===== src/rtl/npc_pkg.sv =====
// Shared NPC core definitions: default datapath sizing and the common word/address types.
package npc_pkg;

  localparam int unsigned XLEN  = 32;
  localparam int unsigned NREGS = 32;
  localparam int unsigned AW    = $clog2(NREGS);

  typedef logic [XLEN-1:0] word_t;
  typedef logic [AW-1:0]   reg_addr_t;

endpackage


===== src/rtl/reg_scoreboard.sv =====
// Write-back scoreboard: one busy bit per architectural register, set on issue and
// cleared by write-back or flush. Also produces issue readiness and the busy count.
module reg_scoreboard
  import npc_pkg::*;
#(
  parameter int unsigned NREGS = npc_pkg::NREGS,
  parameter int unsigned NRD   = 2,
  parameter int unsigned NWR   = 1,
  localparam int unsigned AW   = $clog2(NREGS)
) (
  input  logic              clk,
  input  logic              rst,
  input  logic [NWR-1:0]    wen,
  input  logic [NWR*AW-1:0] waddr,
  input  logic [NRD*AW-1:0] raddr,
  output logic [NRD-1:0]    rbusy,
  input  logic              iss_valid,
  input  logic [AW-1:0]     iss_rd,
  output logic              iss_ready,
  input  logic              flush,
  output logic [AW:0]       busy_cnt
);

  logic [NREGS-1:0] busy_q, busy_d, wr_hit;

  // Registers receiving a real (non-x0) write-back this cycle.
  always_comb begin
    wr_hit = '0;
    for (int j = 0; j < NWR; j++) begin
      if (wen[j] && waddr[j*AW +: AW] != '0) begin
        wr_hit[waddr[j*AW +: AW]] = 1'b1;
      end
    end
  end

  always_comb begin
    for (int i = 0; i < NRD; i++) begin
      rbusy[i] = busy_q[raddr[i*AW +: AW]] & ~wr_hit[raddr[i*AW +: AW]];
    end
  end

  assign iss_ready = (iss_rd == '0) || !busy_q[iss_rd] || wr_hit[iss_rd];

  // Later assignments take priority: write clear < flush < issue set.
  always_comb begin
    busy_d = busy_q & ~wr_hit;
    if (flush) begin
      busy_d = '0;
    end
    if (iss_valid && iss_ready && iss_rd != '0) begin
      busy_d[iss_rd] = 1'b1;
    end
  end

  always_ff @(posedge clk) begin
    if (rst) begin
      busy_q <= '0;
    end else begin
      busy_q <= busy_d;
    end
  end

  always_comb begin
    busy_cnt = '0;
    for (int r = 0; r < NREGS; r++) begin
      busy_cnt = busy_cnt + {{AW{1'b0}}, busy_q[r]};
    end
  end

endmodule


===== src/rtl/regfile_sb.sv =====
// General-purpose register file with same-cycle write bypass; hazard tracking is
// delegated to reg_scoreboard. x0 reads as zero and ignores writes.
module regfile_sb
  import npc_pkg::*;
#(
  parameter int unsigned XLEN  = npc_pkg::XLEN,
  parameter int unsigned NREGS = npc_pkg::NREGS,
  parameter int unsigned NRD   = 2,
  parameter int unsigned NWR   = 1,
  localparam int unsigned AW   = $clog2(NREGS)
) (
  input  logic                clk,
  input  logic                rst,
  input  logic [NRD*AW-1:0]   raddr,
  output logic [NRD*XLEN-1:0] rdata,
  output logic [NRD-1:0]      rbusy,
  input  logic [NWR-1:0]      wen,
  input  logic [NWR*AW-1:0]   waddr,
  input  logic [NWR*XLEN-1:0] wdata,
  input  logic                iss_valid,
  input  logic [AW-1:0]       iss_rd,
  output logic                iss_ready,
  input  logic                flush,
  output logic [AW:0]         busy_cnt
);

  // Kept as a plain unpacked array so the difftest harness can reference it directly.
  logic [XLEN-1:0] regs [NREGS];

  always_ff @(posedge clk) begin
    if (rst) begin
      for (int r = 0; r < NREGS; r++) begin
        regs[r] <= '0;
      end
    end else begin
      for (int j = 0; j < NWR; j++) begin
        if (wen[j] && waddr[j*AW +: AW] != '0) begin
          regs[waddr[j*AW +: AW]] <= wdata[j*XLEN +: XLEN];
        end
      end
    end
  end

  always_comb begin
    for (int i = 0; i < NRD; i++) begin
      rdata[i*XLEN +: XLEN] = regs[raddr[i*AW +: AW]];
      for (int j = 0; j < NWR; j++) begin
        if (wen[j] && waddr[j*AW +: AW] == raddr[i*AW +: AW]) begin
          rdata[i*XLEN +: XLEN] = wdata[j*XLEN +: XLEN];
        end
      end
      if (raddr[i*AW +: AW] == '0) begin
        rdata[i*XLEN +: XLEN] = '0;
      end
    end
  end

  reg_scoreboard #(
    .NREGS(NREGS),
    .NRD  (NRD),
    .NWR  (NWR)
  ) u_scoreboard (
    .clk      (clk),
    .rst      (rst),
    .wen      (wen),
    .waddr    (waddr),
    .raddr    (raddr),
    .rbusy    (rbusy),
    .iss_valid(iss_valid),
    .iss_rd   (iss_rd),
    .iss_ready(iss_ready),
    .flush    (flush),
    .busy_cnt (busy_cnt)
  );

endmodule


===== config.mk =====
export PLATFORM = sky130hd
export DESIGN_NAME = regfile_sb
export DESIGN_NICKNAME = d
export VERILOG_FILES = /design/src/rtl/npc_pkg.sv /design/src/rtl/reg_scoreboard.sv /design/src/rtl/regfile_sb.sv
export SDC_FILE = /design/constraint.sdc
export NUM_CORES = 2
export LEC_CHECK = 0
export ABC_CLOCK_PERIOD_IN_PS = 16000
export CAP_MARGIN = 25
export CORE_MARGIN = 8
export CORE_UTILIZATION = 25
export DETAILED_ROUTE_END_ITERATION = 10
export DONT_BUFFER_PORTS = 1
export PLACE_DENSITY = 0.39
export SYNTH_ARGS = -nofsm -noshare
export SYNTH_HDL_FRONTEND = slang
export SYNTH_SLANG_ARGS = --single-unit
export TNS_END_PERCENT = 100

===== constraint.sdc =====
create_clock -name clk -period 16 [get_ports clk]
set_input_delay 1.6 -clock clk [delete_from_list [all_inputs] [get_ports clk]]
set_output_delay 1.6 -clock clk [all_outputs]
set_load 0.02 [all_outputs]

==> metrics.md <==
| Metric | Value |
|---|---|
| Total CTS buffers | 134 |
| Sequential cell area fraction in the yosys report | 0.5358 |
| Input/output buffers | 0 |
| Seq cells post-synth | 1056 |
| Congestion Overflow GR | 0 |
| Post-route worst setup slack | 8.505 ns |
| Vias per std cell | 5.121 |
| Hold_sp | u_scoreboard.busy_q[2] |
| GPL Wtd Cong | 0.7988 |
| Max Clock Skew | 0.007538 ns |
| Root buffer cell | clkbuf_16 |
| Drt total wl | 249800 um |
| Worst setup path start | u_scoreboard.busy_q[0] |
| Clock-pin slew on the worst setup and hold paths | 0.06 ns |
| Clock share of power | 0.423 |
| Rel. slew slack | 0.09641 |
| Die span in y | 500.1 um |
| Commonest non-fill, non-tap cells in the layout | edfxtp_1, and2_1, mux4_2 |
| Worst ir drop on vdd | 0.09692 mV |
| Num rows | 177 |
| Ports | 130 |
| Number of warnings issued by yosys | 0 |
| H-tree levels | 4 |
| Max-cap violations | 0 |
| WS Path Type | reg -> out |
| Commonest non-fill, non-tap cell in the layout | edfxtp_1 |
| Worst r2r src | u_scoreboard.busy_q[19] |
| Crit-path max cell delay | 0.53 ns |
| Clock sink count | 1056 |
| Hold crit path type | reg -> reg |
| PostCTS Resize Cnt | 0 |
| Slowest CP cell | fa_1 |
| Pre-CTS WS | 9.306 ns |
| Routed length per instance | 35.84 um |
| CP delay by family, top | adder cells |
| FMAX | 133.4 MHz |
| Number of global-route vias before repair | 36097 |
| Max Root-Sink Buffers | 3 |
| CP Cell Sequence | ha_1 -> inv_1 -> fa_1 -> fa_1 -> fa_1 -> fa_1 -> fa_1 -> fa_1 -> fa_1 -> fa_1 -> inv_1 -> a21o_1 -> a21oi_1 -> xnor2_1 |
| Drt drc | 0 |
| CTS tree | built |
| Leakage power | 21.62 nW |
| Worst skew pair latency | 0.79 ns |
| CTS hold repair buffers | 0 |
| Area of the mapped netlist | 58590 um2 |
| Switching portion of total power | 0.2486 |
| Layout cell share with drive strength beyond 1 | 0.2606 |
| Worst Path Max Fanout | 5 |
| Synth cell types | 65 |
| Tcrit/Tclk final | 0.4684 |
| Net load switching power | 1.726 mW |
| Final Hold Fails | 0 |
| CP bufs+invs | 2 |
| DP Wirelength | 129300 um |
| Total die area | 250100 um2 |
| Setup TNS | 0 ns |
| Iter 0 DRT Violations | 4103 |
| Core area | 232800 um2 |
| Largest net degree at the start of global routing | 267 |
| Avg Cell Area, Syn | 15.09 um2 |
| Arrival time at the worst endpoint | 5.89 ns |
| Post-CTS Setup Repair Bufs | 0 |
| Initial core utilization | 0.2517 |
| Worst-Margin Slew | 1.355 ns |
| Initial antenna violation count | 30 |
| Cell internal pwr | 5.218 mW |
| Combinational share of power | 0.108 |
| First-pass detailed-route iteration total | 7 |
| Critical Path Sink Type | output port |
| Synth Instances | 3882 |
| Crit-path most repeated cell | fa_1 |
| CP required | 14.40 ns |
| Power Dens Cells | 105.2 nW/um2 |
| # setup viols final | 0 |
| Final net count | 3811 |
| Layout filler cell count | 23167 |
| Final slew viol count | 0 |
| Seq pwr share | 0.469 |
| Startpoint class of the critical path | flip-flop |
| Via count | 35696 |
| Period minus WS final | 7.495 ns |
| FF-to-FF setup slack | 13.67 ns |
| Die width | 500.1 um |
| RSZ-0062 raised after global routing | false |
| FFs w/ async S/R, synth | 0 |
| GRT Overall Usage | 0.1947 |
| Status | complete, no violations |
| First-pass GRT wire length | 335200 um |
| Top_reg_cell synth | edfxtp_1 |
| P&R area growth vs syn | 12.70% |
| EDFF count, synth | 1024 |
| Remaining antenna violation count | 0 |
-- per-layer routing --
metal	track usage	wire length [um]	part of all wire	vias up
met3	0.03032	15210	0.061	281
li1	-	-	-	14584
met4	0.05287	6756	0.027	4
met2	0.3323	123100	0.49	1404
met1	0.2579	104700	0.42	19423
met5	0	23	0.000092	-
-- logic make-up (layout without fill, tap and decap cells) --
family / Yosys count / count (layout) / synth area share
AND/OR/NAND/NOR: 1350 / 1350 / 0.1369
flip-flops: 1056 / 1056 / 0.5358
multiplexers: 737 / 737 / 0.2529
buffers and inverters: 453 / 354 / 0.03474
AO/OA/AOI/OAI: 239 / 239 / 0.02759
adder cells (fa/ha/maj): 32 / 32 / 0.009909
XOR/XNOR: 14 / 14 / 0.002093
other: 1 / 56 / 0.00006400
-- worst reg2reg max path, stage by stage, from the launching register on --
cell,delay [ns]
dfxtp_1,0.43
mux4_2,0.26
nor2b_1,0.24
nor4_2,0.09
and3_4,0.20
nor3b_4,0.79
o31ai_1,0.17
-- synth_stat cells (all sizes together) (6+ instances only) --
| master | count | area (um2) |
|---|---|---|
| dfxtp | 32 | 640.6 |
| o211ai | 9 | 67.56 |
| nor2 | 85 | 324.1 |
| nor2b | 33 | 206.5 |
| buf | 145 | 878.3 |
| a32oi | 11 | 96.34 |
| nor3 | 38 | 205.2 |
| nand3b | 7 | 52.55 |
| fa | 24 | 480.5 |
| o31ai | 50 | 390.4 |
| inv | 46 | 172.7 |
| xor2 | 7 | 61.31 |
| clkbuf | 262 | 984.7 |
| mux4 | 588 | 13240 |
| and2 | 996 | 6231 |
| edfxtp | 1024 | 30750 |
| mux2i | 82 | 820.8 |
| a211oi | 19 | 142.6 |
| a22o | 6 | 52.55 |
| o22ai | 57 | 356.6 |
| mux2 | 67 | 754.5 |
| o21ai | 36 | 180.2 |
| xnor2 | 7 | 61.31 |
| nand2 | 91 | 341.6 |
| nand2b | 32 | 200.2 |
| nand3 | 35 | 175.2 |
| ha | 8 | 100.1 |
| a221oi | 6 | 52.55 |
| a21oi | 27 | 135.1 |
-- worst paths after layout --
kind | endpoint | cells after the start
setup / recovery | busy_cnt[4] | 14
hold / removal | u_scoreboard.busy_q[2] | 2
hold reg to reg | u_scoreboard.busy_q[2] | 2
setup reg to reg | u_scoreboard.busy_q[30] | 6
-- layout make-up --
class,instances,area [um2],share of cell area
Clock inverter,50,481.7,0.007295
Multi-Input combinational cell,2404,25810,0.3909
Timing Repair Buffer,80,616.8,0.009342
Sequential cell,1056,31390,0.4754
Antenna cell,24,60.06,0.0009095
Tap cell,3132,3919,0.05935
Clock buffer,178,3582,0.05425
Inverter,46,172.7,0.002615
-- sequential cells by signal, summed over array words and instances, names as in the netlist --
signal and flops:
regs 1024, u_scoreboard.busy_q 32
-- through the flow --
step | instance area (um2) | power, mW | hold WS, ns | cells | utilization
final | 66030 | 6.944 | 0.5149 | 6970 | 0.2837
after global routing | 65980 | 7.137 | 0.5496 | 6950 | 0.2835
after CTS | 65970 | 7.007 | 0.5145 | 6946 | 0.2834
after detailed placement | 61910 | 4.066 | 0.5076 | 6718 | 0.2660
after global placement | 61880 | 4.063 | 0.5039 | 6716 | 0.2658
after floorplan | 58710 | 3.869 | 0.4785 | 3913 | -
-- power by group through the flow --
stage                     clock network [mW]  registers, mW  logic (mW)
after global routing                    3.09           3.28       0.771
after floorplan                            0           3.29       0.583
after detailed placement                   0           3.31       0.751
after global placement                     0           3.31       0.752
after CTS                               3.00           3.26       0.753
final                                   2.94           3.26       0.748
(Power assumes the default switching activity.)
